### config.mk
export PLATFORM = sky130hd
export DESIGN_NAME = mem_writeback
export DESIGN_NICKNAME = d
export VERILOG_FILES = /design/src/rtl/mem_writeback.sv
export SDC_FILE = /design/constraint.sdc
export NUM_CORES = 1
export LEC_CHECK = 0
export BUFFER_PORTS_ARGS = -buffer_cell sky130_fd_sc_hd__buf_4
export CAP_MARGIN = 15
export CORE_MARGIN = 3
export CORE_UTILIZATION = 41
export CTS_CLUSTER_DIAMETER = 200
export DETAILED_ROUTE_END_ITERATION = 8
export PLACE_DENSITY = 0.67
export SYNTH_ARGS = -nofsm -noshare
export SYNTH_HDL_FRONTEND = slang
export SYNTH_SLANG_ARGS = --single-unit
### constraint.sdc
create_clock -name CLK -period 2.3 [get_ports CLK]
set_input_delay 0.46 -clock CLK [delete_from_list [all_inputs] [get_ports CLK]]
set_output_delay 0.46 -clock CLK [all_outputs]
set_load 0.02 [all_outputs]
### src/rtl/mem_writeback.sv
// Memory-access / write-back stage of the RV64 integer core.
// ALU results pass straight through; loads run a req/ack doubleword read, then extract and extend the addressed data.
module mem_writeback #(
    parameter int XLEN    = 64,
    parameter int TIMEOUT = 16
) (
    input  logic            CLK,
    input  logic            reset,
    input  logic            in_valid,
    input  logic [4:0]      in_rd,
    input  logic [2:0]      in_funct3,
    input  logic [XLEN-1:0] in_result,
    input  logic            in_write_back,
    input  logic            in_mem_acc,
    output logic            busy,
    output logic            mem_req,
    output logic [XLEN-1:0] mem_addr,
    input  logic            mem_ack,
    input  logic [XLEN-1:0] mem_rdata,
    output logic [4:0]      wb_rd,
    output logic [XLEN-1:0] wb_value,
    output logic            wb_en,
    output logic            load_fault
);

    typedef enum logic [0:0] {
        ST_IDLE   = 1'b0,
        ST_ACCESS = 1'b1
    } state_t;

    localparam logic [7:0] CNT_LAST = 8'(TIMEOUT - 1);

    state_t            state_q, state_d;
    logic [7:0]        cnt_q, cnt_d;
    logic [4:0]        rd_q, rd_d;
    logic [2:0]        f3_q, f3_d;
    logic [2:0]        off_q, off_d;
    logic              wbk_q, wbk_d;
    logic              busy_q, busy_d;
    logic              mem_req_q, mem_req_d;
    logic [XLEN-1:0]   mem_addr_q, mem_addr_d;
    logic [4:0]        wb_rd_q, wb_rd_d;
    logic [XLEN-1:0]   wb_value_q, wb_value_d;
    logic              wb_en_q, wb_en_d;
    logic              load_fault_q, load_fault_d;
    logic              load_bad_s;
    logic              timeout_s;

    // Illegal width (funct3=111) or an offset not aligned to the access size.
    function automatic logic load_is_bad(input logic [2:0] f3, input logic [2:0] off);
        logic bad;
        case (f3)
            3'b000, 3'b100: bad = 1'b0;
            3'b001, 3'b101: bad = (off[0] != 1'b0);
            3'b010, 3'b110: bad = (off[1:0] != 2'b00);
            3'b011:         bad = (off != 3'b000);
            default:        bad = 1'b1;
        endcase
        return bad;
    endfunction

    // Shift the addressed lane down to bit 0, then sign- or zero-extend to XLEN.
    function automatic logic [XLEN-1:0] extract(input logic [2:0] f3, input logic [2:0] off,
                                                input logic [XLEN-1:0] rdata);
        logic [XLEN-1:0] lane;
        logic [XLEN-1:0] res;
        lane = rdata >> {off, 3'b000};
        case (f3)
            3'b000:  res = {{(XLEN-8){lane[7]}}, lane[7:0]};
            3'b001:  res = {{(XLEN-16){lane[15]}}, lane[15:0]};
            3'b010:  res = {{(XLEN-32){lane[31]}}, lane[31:0]};
            3'b011:  res = lane;
            3'b100:  res = {{(XLEN-8){1'b0}}, lane[7:0]};
            3'b101:  res = {{(XLEN-16){1'b0}}, lane[15:0]};
            3'b110:  res = {{(XLEN-32){1'b0}}, lane[31:0]};
            default: res = {XLEN{1'b0}};
        endcase
        return res;
    endfunction

    assign load_bad_s = load_is_bad(in_funct3, in_result[2:0]);
    assign timeout_s  = (cnt_q == CNT_LAST);

    // FSM state register.
    always_ff @(posedge CLK or negedge reset) begin
        if (!reset) begin
            state_q <= ST_IDLE;
        end else begin
            state_q <= state_d;
        end
    end

    // FSM next-state logic; ack takes priority over expiry.
    always_comb begin
        state_d = state_q;
        case (state_q)
            ST_IDLE: begin
                if (in_valid && in_mem_acc && !load_bad_s) begin
                    state_d = ST_ACCESS;
                end else begin
                    state_d = ST_IDLE;
                end
            end
            ST_ACCESS: begin
                if (mem_ack || timeout_s) begin
                    state_d = ST_IDLE;
                end else begin
                    state_d = ST_ACCESS;
                end
            end
            default: state_d = ST_IDLE;
        endcase
    end

    // Output and datapath next-state logic; strobes default low every cycle.
    always_comb begin
        cnt_d        = cnt_q;
        rd_d         = rd_q;
        f3_d         = f3_q;
        off_d        = off_q;
        wbk_d        = wbk_q;
        busy_d       = busy_q;
        mem_req_d    = mem_req_q;
        mem_addr_d   = mem_addr_q;
        wb_rd_d      = wb_rd_q;
        wb_value_d   = wb_value_q;
        wb_en_d      = 1'b0;
        load_fault_d = 1'b0;
        case (state_q)
            ST_IDLE: begin
                busy_d    = 1'b0;
                mem_req_d = 1'b0;
                if (in_valid && !in_mem_acc) begin
                    if (in_write_back && (in_rd != 5'd0)) begin
                        wb_en_d    = 1'b1;
                        wb_rd_d    = in_rd;
                        wb_value_d = in_result;
                    end else begin
                        wb_en_d = 1'b0;
                    end
                end else if (in_valid && in_mem_acc) begin
                    if (load_bad_s) begin
                        load_fault_d = 1'b1;
                    end else begin
                        rd_d       = in_rd;
                        f3_d       = in_funct3;
                        off_d      = in_result[2:0];
                        wbk_d      = in_write_back;
                        mem_req_d  = 1'b1;
                        busy_d     = 1'b1;
                        mem_addr_d = {in_result[XLEN-1:3], 3'b000};
                        cnt_d      = 8'd0;
                    end
                end else begin
                    cnt_d = cnt_q;
                end
            end
            ST_ACCESS: begin
                if (mem_ack) begin
                    mem_req_d = 1'b0;
                    busy_d    = 1'b0;
                    cnt_d     = 8'd0;
                    if (wbk_q && (rd_q != 5'd0)) begin
                        wb_en_d    = 1'b1;
                        wb_rd_d    = rd_q;
                        wb_value_d = extract(f3_q, off_q, mem_rdata);
                    end else begin
                        wb_en_d = 1'b0;
                    end
                end else if (timeout_s) begin
                    mem_req_d    = 1'b0;
                    busy_d       = 1'b0;
                    load_fault_d = 1'b1;
                    cnt_d        = 8'd0;
                end else begin
                    cnt_d = cnt_q + 8'd1;
                end
            end
            default: begin
                busy_d    = 1'b0;
                mem_req_d = 1'b0;
            end
        endcase
    end

    // Registered outputs and load context.
    always_ff @(posedge CLK or negedge reset) begin
        if (!reset) begin
            cnt_q        <= 8'd0;
            rd_q         <= 5'd0;
            f3_q         <= 3'd0;
            off_q        <= 3'd0;
            wbk_q        <= 1'b0;
            busy_q       <= 1'b0;
            mem_req_q    <= 1'b0;
            mem_addr_q   <= {XLEN{1'b0}};
            wb_rd_q      <= 5'd0;
            wb_value_q   <= {XLEN{1'b0}};
            wb_en_q      <= 1'b0;
            load_fault_q <= 1'b0;
        end else begin
            cnt_q        <= cnt_d;
            rd_q         <= rd_d;
            f3_q         <= f3_d;
            off_q        <= off_d;
            wbk_q        <= wbk_d;
            busy_q       <= busy_d;
            mem_req_q    <= mem_req_d;
            mem_addr_q   <= mem_addr_d;
            wb_rd_q      <= wb_rd_d;
            wb_value_q   <= wb_value_d;
            wb_en_q      <= wb_en_d;
            load_fault_q <= load_fault_d;
        end
    end

    assign busy       = busy_q;
    assign mem_req    = mem_req_q;
    assign mem_addr   = mem_addr_q;
    assign wb_rd      = wb_rd_q;
    assign wb_value   = wb_value_q;
    assign wb_en      = wb_en_q;
    assign load_fault = load_fault_q;

endmodule

==> results.json <==
{
  "status": "finished clean",
  "power_density_mw_per_mm2": 1070,
  "dpl_cell_area_sq_mm": 0.0110,
  "placementRows": 51,
  "min_path_cells": 2,
  "p_total_mw": 12.5,
  "worstMarginPinSlew_ps": 606,
  "hold_class": "input port to flip-flop",
  "grt_max_degree": 53,
  "yosysTopAreaCellShare_pct": 45.8,
  "cp_max_fo": 10,
  "cts_tree": "done",
  "postLayoutCellArea_sq_mm": 0.0116,
  "synth_warnings": 0,
  "period_needed_ps": 2260,
  "finalHoldViolations": 0,
  "place_ws_ps": -92.1,
  "ys_seq_area_share_pct": 45.8,
  "yosysTopAreaCell": "dfrtp_1",
  "drt_iter0_drc": 496,
  "critPathCaptureType": "flip-flop",
  "synth_common_cells": "dfrtp_1 (154), a21oi_1 (94), mux2_2 (81)",
  "reg2reg_setup_slack_ps": 40,
  "grt_pass1_vias": 7707,
  "hpwl_um": 22100,
  "drt.antenna.violating_nets": 0,
  "overflow": 0,
  "ys.flop_type": "dfrtp_1",
  "critPathRequiredTime_ps": 2640,
  "async_reset_ff_share_pct": 100,
  "synth_cell_types": 53,
  "max-cap-violations": 0,
  "holdPathEnd": "mem_addr[22]$_DFFE_PN0P_",
  "p_leak_nw": 5.24,
  "drt-wirelength-per-cell_um": 20.9,
  "start_kind": "flip-flop",
  "slew-limit-headroom_pct": 59.6,
  "core_sq_mm": 0.0198,
  "cts.sinks": 154,
  "port_buffers": 275,
  "rr_startpoint": "off_q[1]$_DFFE_PN0P_",
  "syn_to_final_growth_pct": 38.3,
  "cts_root_buf": "clkbuf_16",
  "hold_start": "in_result[22]",
  "dieArea_sq_mm": 0.0223,
  "grt_usage_pct": 25.6,
  "ir_drop_uv": 655,
  "num_io_pins": 279,
  "r2r_cells": 9,
  "grt_first_pass_wirelength_um": 44100,
  "die_w_um": 149,
  "netlist_instances": 846,
  "clkTransAtPathRegs_ps": 60,
  "ys_ff_latch": 154,
  "numCtsBuffers": 17,
  "rsz0062_at_grt": "false",
  "synth_edf_count": 0,
  "gp_congestion": 0.891,
  "route.vias.total": 7780,
  "arrival_ps": 2590,
  "drive_gt1_share_pct": 41.2,
  "drc_errors": 0,
  "drt_wl_total_um": 29300,
  "cts_buffer_depth": 2,
  "critical_path.reg2reg.endpoint": "wb_value[43]$_DFFE_PN0P_",
  "via_per_inst": 5.55,
  "critical_path_class": "flip-flop to flip-flop",
  "final_nets": 1267,
  "clk-insertion-delay-late_ps": 420,
  "maxSlewViolCount": 0,
  "clock_skew_ps": 5.97,
  "grt_antenna_before_repair": 0,
  "post-route-period-util_pct": 98.2,
  "dr.pass1.iters": 5,
  "setup_viol": 0,
  "netlist_area_sq_mm": 0.00841,
  "syn_area_per_cell_sq_um": 9.94,
  "yosysMostFrequentCell": "dfrtp_1",
  "die_h_um": 149,
  "num-fill-cells": 1765,
  "synth.area.top_cells": "dfrtp_1 (46%), mux2_2 (11%), mux2i_1 (7.6%)",
  "start_util_pct": 42.5,
  "fmax_mhz": 443,
  "cts-htree-levels": 4,
  "fin_ws_ps": 41.5,
  "antenna_cells": 0
}
-- per-stage QoR --
stage | setup TNS, ps | hold slack [ps] | cells | util, %
2_1_floorplan | 0 | 164 | 848 | -
3_3_place_gp | -864 | 429 | 1364 | 55.4
3_5_place_dp | -1610 | 429 | 1364 | 55.4
4_1_cts | 0 | 265 | 1397 | 58.4
5_1_grt | 0 | 265 | 1402 | 58.8
6_report | 0 | 281 | 1402 | 58.8
-- critical path, stage by stage, from the launching register on --
cell      delay [ps]
dfrtp_2          420
buf_4            190
or2_2            290
buf_4            190
nand2b_1         180
a31oi_2          300
a311o_2          250
buf_12           150
a21oi_1           40
o22ai_1          160
-- how the worst max path moves through the flow --
stage | startpoint | end | slack, ps
after detailed placement | mem_rdata[55] | wb_value[57]$_DFFE_PN0P_ | -90
after CTS | off_q[1]$_DFFE_PN0P_ | wb_value[49]$_DFFE_PN0P_ | 30
after global routing | off_q[1]$_DFFE_PN0P_ | wb_value[60]$_DFFE_PN0P_ | 0.6
after global placement | mem_rdata[39] | wb_value[32]$_DFFE_PN0P_ | -40
after floorplan | off_q[1]$_DFFE_PN0P_ | wb_value[37]$_DFFE_PN0P_ | 160
final | off_q[1]$_DFFE_PN0P_ | wb_value[43]$_DFFE_PN0P_ | 40
-- power breakdown --
part           switching, mW  leakage (nW)  internal [mW]
sequential             0.495          1.81           3.50
combinational           3.15          3.15           2.50
clock                   1.14         0.280           1.71
total                   4.78          5.24           7.71
-- cell type report --
| type | instances | area [sq um] | share of cell area (%) |
|---|---|---|---|
| clock inverter | 10 | 116 | 1.00 |
| clock buffer | 22 | 484 | 4.16 |
| multi-input combinational | 606 | 4200 | 36.1 |
| timing repair buffer | 329 | 2580 | 22.2 |
| sequential | 154 | 3860 | 33.2 |
| inverter | 16 | 60.1 | 0.516 |
| tap | 265 | 332 | 2.85 |
-- cells by family after synthesis --
| family | after synthesis | synth area share, % |
|---|---|---|
| compound gates | 262 | 18.9 |
| other cells | 1 | 0.0446 |
| mux | 153 | 20.5 |
| flops | 154 | 45.8 |
| simple gates | 185 | 9.78 |
| buf+inv | 90 | 4.79 |
| fa+ha+maj | 1 | 0.149 |
-- sequential cells by signal, summed over array words and instances, names as in the netlist, 3 cells and up --
signal and cells:
wb_value 64, mem_addr 61, cnt_q 8, rd_q 5, wb_rd 5, f3_q 3, off_q 3
-- cells in the final DEF, fill, tap and decap left out, types with 8 or more instances in the layout --
| master | synthesis | final |
|---|---|---|
| a211oi_1 | 9 | 9 |
| nor2_1 | 76 | 76 |
| mux2_2 | 81 | 81 |
| nor3_1 | 10 | 9 |
| mux2i_1 | 64 | 64 |
| o21a_1 | 11 | 10 |
| a21oi_1 | 94 | 94 |
| inv_1 | 15 | 14 |
| nand2_1 | 57 | 57 |
| a21o_1 | 10 | 10 |
| clkbuf_16 | 0 | 17 |
| buf_12 | 0 | 8 |
| buf_4 | 4 | 317 |
| o22ai_1 | 57 | 57 |
| nand3_1 | 10 | 9 |
| dfrtp_1 | 154 | 151 |
| o221ai_1 | 9 | 9 |
| o21ai_0 | 48 | 48 |
-- per-layer routing --
metal | up-vias | share of wire, % | track usage (%)
li1 | 3643 | - | -
met1 | 3774 | 43 | 34.3
met2 | 323 | 47 | 40.6
met3 | 40 | 7.9 | 7.14
met4 | 0 | 2.6 | 8.01
met5 | - | 0 | 0
-- what timing repair did --
action,CTS,global route
hold endpoints to repair,42,0
endpoints found under the setup margin,0,30
resized for setup,0,3
buffers inserted,0,3
hold buffers,1,0
Power figures use the tool's default switching activity.
